### src/rtl/current_adc_reader.sv
// current_adc_reader: periodic SPI read of a 12-bit MCP3201-class current ADC.
// A free-running period counter triggers each conversion; the FSM drives
// chip-select and SCLK, shifts MISO in MSB first and publishes the word with
// a one-cycle valid strobe.
//
// state | meaning
// IDLE  | cs_n high, sclk low, waiting for period count 0
// SETUP | cs_n low for CLK_DIV cycles before the first SCLK rise
// SHIFT | LEAD_BITS+12 SCLK periods, MISO captured at the end of each high phase
// DONE  | one cycle, cs_n high, sample published with valid strobe
module current_adc_reader #(
    parameter int CLK_DIV       = 25,
    parameter int LEAD_BITS     = 3,
    parameter int SAMPLE_PERIOD = 5000
) (
    input  logic        clk,
    input  logic        rst,
    input  logic        adc_miso,
    output logic        adc_cs_n,
    output logic        adc_sclk,
    output logic [11:0] current_b_out,
    output logic        sample_valid,
    output logic        busy,
    output logic        overrun
);

    localparam int NBITS  = LEAD_BITS + 12;
    localparam int NHALF  = 2 * NBITS;
    localparam int PER_W  = (SAMPLE_PERIOD > 1) ? $clog2(SAMPLE_PERIOD) : 1;
    localparam int TMR_W  = $clog2(CLK_DIV);
    localparam int HALF_W = $clog2(NHALF);

    localparam logic [PER_W-1:0]  PER_LAST  = PER_W'(SAMPLE_PERIOD - 1);
    localparam logic [TMR_W-1:0]  TMR_LOAD  = TMR_W'(CLK_DIV - 1);
    localparam logic [HALF_W-1:0] HALF_LAST = HALF_W'(NHALF - 1);

    typedef enum logic [1:0] {IDLE, SETUP, SHIFT, DONE} state_t;

    state_t             state, state_nxt;
    logic [PER_W-1:0]   per_cnt;
    logic [TMR_W-1:0]   timer, timer_nxt;
    logic [HALF_W-1:0]  half, half_nxt;
    logic [11:0]        shreg, shreg_nxt;
    logic               miso_meta, miso_sync;
    logic               period_zero;
    logic               cs_n_nxt, sclk_nxt;

    assign period_zero = (per_cnt == '0);
    assign busy        = (state != IDLE);

    // Two-flop synchronizer for the asynchronous ADC data line.
    always_ff @(posedge clk) begin
        miso_meta <= adc_miso;
        miso_sync <= miso_meta;
    end

    // Free-running conversion-rate counter, 0..SAMPLE_PERIOD-1.
    always_ff @(posedge clk) begin
        if (rst) begin
            per_cnt <= '0;
        end else if (per_cnt == PER_LAST) begin
            per_cnt <= '0;
        end else begin
            per_cnt <= per_cnt + 1'b1;
        end
    end

    // Next-state, half-period timer and capture logic.
    // Even half indices are SCLK high phases; the last cycle of each high
    // phase is the capture point, one cycle before the falling edge.
    always_comb begin
        state_nxt = state;
        timer_nxt = timer;
        half_nxt  = half;
        shreg_nxt = shreg;
        case (state)
            IDLE: begin
                if (period_zero) begin
                    state_nxt = SETUP;
                    timer_nxt = TMR_LOAD;
                end
            end
            SETUP: begin
                if (timer == '0) begin
                    state_nxt = SHIFT;
                    timer_nxt = TMR_LOAD;
                    half_nxt  = '0;
                end else begin
                    timer_nxt = timer - 1'b1;
                end
            end
            SHIFT: begin
                if (timer == '0) begin
                    if (!half[0]) begin
                        shreg_nxt = {shreg[10:0], miso_sync};
                    end
                    if (half == HALF_LAST) begin
                        state_nxt = DONE;
                    end else begin
                        half_nxt  = half + 1'b1;
                        timer_nxt = TMR_LOAD;
                    end
                end else begin
                    timer_nxt = timer - 1'b1;
                end
            end
            DONE:    state_nxt = IDLE;
            default: state_nxt = IDLE;
        endcase
        // Pins are decoded from the next state so they can be registered.
        cs_n_nxt = !((state_nxt == SETUP) || (state_nxt == SHIFT));
        sclk_nxt = (state_nxt == SHIFT) && !half_nxt[0];
    end

    // State register, registered pins, sample publish and sticky overrun.
    always_ff @(posedge clk) begin
        if (rst) begin
            state         <= IDLE;
            timer         <= '0;
            half          <= '0;
            shreg         <= '0;
            adc_cs_n      <= 1'b1;
            adc_sclk      <= 1'b0;
            current_b_out <= '0;
            sample_valid  <= 1'b0;
            overrun       <= 1'b0;
        end else begin
            state        <= state_nxt;
            timer        <= timer_nxt;
            half         <= half_nxt;
            shreg        <= shreg_nxt;
            adc_cs_n     <= cs_n_nxt;
            adc_sclk     <= sclk_nxt;
            sample_valid <= (state_nxt == DONE);
            if (state_nxt == DONE) begin
                current_b_out <= shreg_nxt;
            end
            if (period_zero && (state != IDLE)) begin
                overrun <= 1'b1;
            end
        end
    end

endmodule
### config.mk
export PLATFORM = sky130hd
export DESIGN_NAME = current_adc_reader
export DESIGN_NICKNAME = d
export VERILOG_FILES = /design/src/rtl/current_adc_reader.sv
export SDC_FILE = /design/constraint.sdc
export NUM_CORES = 1
export LEC_CHECK = 0
export ABC_AREA = 1
export CORE_MARGIN = 1.5
export CORE_UTILIZATION = 50
export CTS_CLUSTER_DIAMETER = 120
export DETAILED_ROUTE_END_ITERATION = 10
export HOLD_SLACK_MARGIN = 0.02
export PLACE_DENSITY = 0.81
export SKIP_LAST_GASP = 1
export SLEW_MARGIN = 40
export SYNTH_ARGS = -nofsm -noshare
export SYNTH_HDL_FRONTEND = slang
export SYNTH_SLANG_ARGS = --single-unit
### constraint.sdc
create_clock -name clk -period 3.6 [get_ports clk]
set_input_delay 0.54 -clock clk [delete_from_list [all_inputs] [get_ports clk]]
set_output_delay 0.54 -clock clk [all_outputs]
set_load 0.05 [all_outputs]
==> run summary <==
The run finished with clean final reports. On the final layout, the worst clock skew is 0.0104 ns. By area the synthesized netlist is led by sky130_fd_sc_hd__dfxtp_1, sky130_fd_sc_hd__nand2_1, sky130_fd_sc_hd__nor2_1. The mean cell area of the mapped netlist is 7.23 um2, and the total chip power is 2.66 mW. IR analysis of the VDD net gives a maximum drop of 0.496 mV. The floorplan has 26 rows.

At the worst endpoint, the arrival time is 1.92 ns. STA puts the critical path data required time at 3.06 ns. In the final layout, the share of cells above drive strength 1 is 9.46%.

Dividing the detail-routed via count by the number of cells gives 4.90. STA classifies the critical path startpoint as a flip-flop. The post-route clock period utilization came out at 68.3%.

The clock reaches the later pin of the worst-skew pair after 0.31 ns. Once the clock tree was built, the setup fixing pass inserted 0 buffers. TritonCTS built the clock tree.

Entering global routing, the biggest net connects 36 pins. The clock period minus worst slack was 2.46 ns; the initial core utilization was 52.3%. Clock-pin slew was measured on the worst setup and hold paths at 0.10 ns. After detailed routing, the average wire length per cell comes to 10.9 um. The register bit total from synthesis came out at 55. Setup repair after global routing left no endpoint under its margin. Global routing consumed, over all layers together, 18.3% of the routing resources.

After synthesis the cells add up to 2700 um2. The die is 76.5 um wide. The tools report the instance count of the mapped netlist as 374. For this run, the leading register cell type out of synthesis is sky130_fd_sc_hd__dfxtp_1.

The actual slew at the worst max-slew pin was 0.577 ns. In the final timing run, aggregate negative setup slack is 0 ns. After detailed routing, the number of remaining DRC violations is 0. After synthesis, the netlist uses 33 different library cells.

The worst setup path is captured at an output port. The min-delay analysis places its worst path in the category reg2reg. After detailed routing, the total wire length is 5.01 mm. The run gives 0 as the number of inserted diodes.

The via count of the first global-routing pass was 2055; the critical-path maximum fanout was 5. The global-route wire length before repair was 8.79 mm; the number of buffers created by CTS was 5. The post-synthesis net count was 391. Setup violations remaining at the end of the flow were counted as 0.

The logs give 0.878 for the weighted congestion reported at the end of routability-driven placement and 443 for the fill cell total of the finished layout. The logs give 4 for the detailed-router iteration count before antenna repair and 2 for the clock tree buffer depth. For this design, the CTS-stage hold fixing added 0 buffers. For this run, the top clock speed supported by timing is 0.407 GHz. In this run the tool buffered the top-level ports with 19 buffer cells.

Clock sink count: 55. The tools report the post-DP HPWL as 3.43 mm. The die is 76.5 um tall. The synthesized design contains 0 enable-type register cells.

The final count of hold timing violations was 0. The tools report the count of instances resized after the clock tree is built as 0. At the end of the flow, the number of nets in the layout was 407. The run gives 61.5% as the worst-case headroom to the max-slew limit. The share of the Yosys chip area taken by registers is 40.7%. For the number of antenna violations at the first check in global routing, the log shows 0.

In this run the power density over the cells is 868 nW/um2. 20 I/O pins were placed. The most common cell after layout, fill and taps aside is sky130_fd_sc_hd__nand2_1. The warning count from the yosys run is 0. The die covers 5860 um2. Across the run, the number of max-cap violations was 0. The biggest area contributor in the post-synthesis netlist is sky130_fd_sc_hd__dfxtp_1. The share of flip-flops with an asynchronous set or reset after synthesis is 0%, and the count of routing violations after the opening detailed-route iteration is 97.

Global routing finished with a remaining overflow of 0. The detail route stage leaves a number of antenna-violating nets equal to 0. Leaving out fill and tap cells, the most frequent cells in the layout are sky130_fd_sc_hd__nand2_1, sky130_fd_sc_hd__nor2_1, sky130_fd_sc_hd__dfxtp_1.

The worst setup path is of the reg2out kind. The leakage power is 1.33 nW. The via count of the routed design is 2258, and the core footprint is 5170 um2.

CTS built an H-tree with a depth of 2. The max-slew violation count came out at 0. Of the post-synthesis cell area, the dominant cell type holds 40.7%. The post-synthesis to final-layout area growth is 13.1%. The tools report the cell chosen for the clock root as sky130_fd_sc_hd__clkbuf_8.
==> cells in the mapped netlist (2+ instances only) <==
cell type	n
sky130_fd_sc_hd__nand2_2	12
sky130_fd_sc_hd__or2_2	2
sky130_fd_sc_hd__clkbuf_1	6
sky130_fd_sc_hd__nand4_1	7
sky130_fd_sc_hd__dfxtp_1	55
sky130_fd_sc_hd__buf_6	2
sky130_fd_sc_hd__o21ai_0	4
sky130_fd_sc_hd__nand3_1	26
sky130_fd_sc_hd__o21ai_1	2
sky130_fd_sc_hd__inv_1	49
sky130_fd_sc_hd__nor2_4	2
sky130_fd_sc_hd__nor2_1	55
sky130_fd_sc_hd__nand2_1	83
sky130_fd_sc_hd__xor2_1	5
sky130_fd_sc_hd__ha_1	14
sky130_fd_sc_hd__a21oi_1	26
sky130_fd_sc_hd__nor2_2	4
sky130_fd_sc_hd__nor3_1	5
==> metrics by stage <==
stage          hold slack, ns  worst slack (ns)  utilization [%]  instances  instance area [um2]
6_report                0.358              1.14             59.1        461                 3060
2_1_floorplan           0.310              1.56                -        374                 2700
3_3_place_gp            0.330              1.25             56.3        453                 2910
5_1_grt                 0.365              1.05             59.1        461                 3060
3_5_place_dp            0.336              1.17             56.3        453                 2910
4_1_cts                 0.356              1.12             58.9        461                 3050
==> metal layers <==
layer | GRT usage [%] | vias up | wire (um)
met5 | 0 | - | 0
met4 | 6.85 | 0 | 74
met3 | 3.47 | 8 | 164
met2 | 31.8 | 33 | 2480
met1 | 22.2 | 1019 | 2280
li1 | - | 1198 | -
==> layout make-up <==
cell class	instances	area [um2]	area share, %
Multi-Input combinational cell	257	1340	43.9
Sequential cell	55	1100	36.0
Timing Repair Buffer	20	198	6.46
Inverter	51	193	6.30
Tap cell	70	87.6	2.86
Clock buffer	5	68.8	2.25
Clock inverter	3	67.6	2.21
==> registers in the layout (all words and copies together) (netlist names) <==
signal / cells
current_b_out: 12
state: 2
sample_valid: 1
overrun: 1
miso_sync: 1
adc_cs_n: 1
half: 5
miso_meta: 1
adc_sclk: 1
shreg: 12
timer: 5
per_cnt: 13
==> power breakdown <==
part | total, mW | internal (mW) | switching (mW)
clock network | 0.478 | 0.277 | 0.201
logic | 1.36 | 0.460 | 0.896
registers | 0.822 | 0.740 | 0.0816
==> path summary, 6_finish.rpt <==
kind                                           from                             end  slack [ns]  depth (start not counted)
worst min-delay path              miso_meta$_DFF_P_               miso_sync$_DFF_P_        0.36                          0
worst min register to register    miso_meta$_DFF_P_               miso_sync$_DFF_P_        0.36                          0
worst max register to register  state[1]$_SDFF_PP0_  current_b_out[10]$_SDFFE_PP0N_        1.40                         10
worst max-delay path            state[1]$_SDFF_PP0_                            busy        1.14                          4
==> worst max-delay path, cell delays in order (launching register included) <==
cell	delay, ns
sky130_fd_sc_hd__dfxtp_1	0.41
sky130_fd_sc_hd__inv_1	0.13
sky130_fd_sc_hd__ha_1	0.23
sky130_fd_sc_hd__inv_1	0.06
sky130_fd_sc_hd__clkdlybuf4s50_1	0.79
==> cell families (layout without fill, tap and decap cells) <==
| logic type | after synthesis | in the layout | share of synthesized area, % |
|---|---|---|---|
| XOR/XNOR | 5 | 5 | 1.62 |
| AND/OR/NAND/NOR | 201 | 201 | 33.7 |
| adder cells (fa/ha/maj) | 14 | 14 | 6.48 |
| flip-flops | 55 | 55 | 40.7 |
| buffers and inverters | 62 | 79 | 10.0 |
| AO/OA/AOI/OAI | 37 | 37 | 7.50 |
Power figures use the tool's default switching activity.
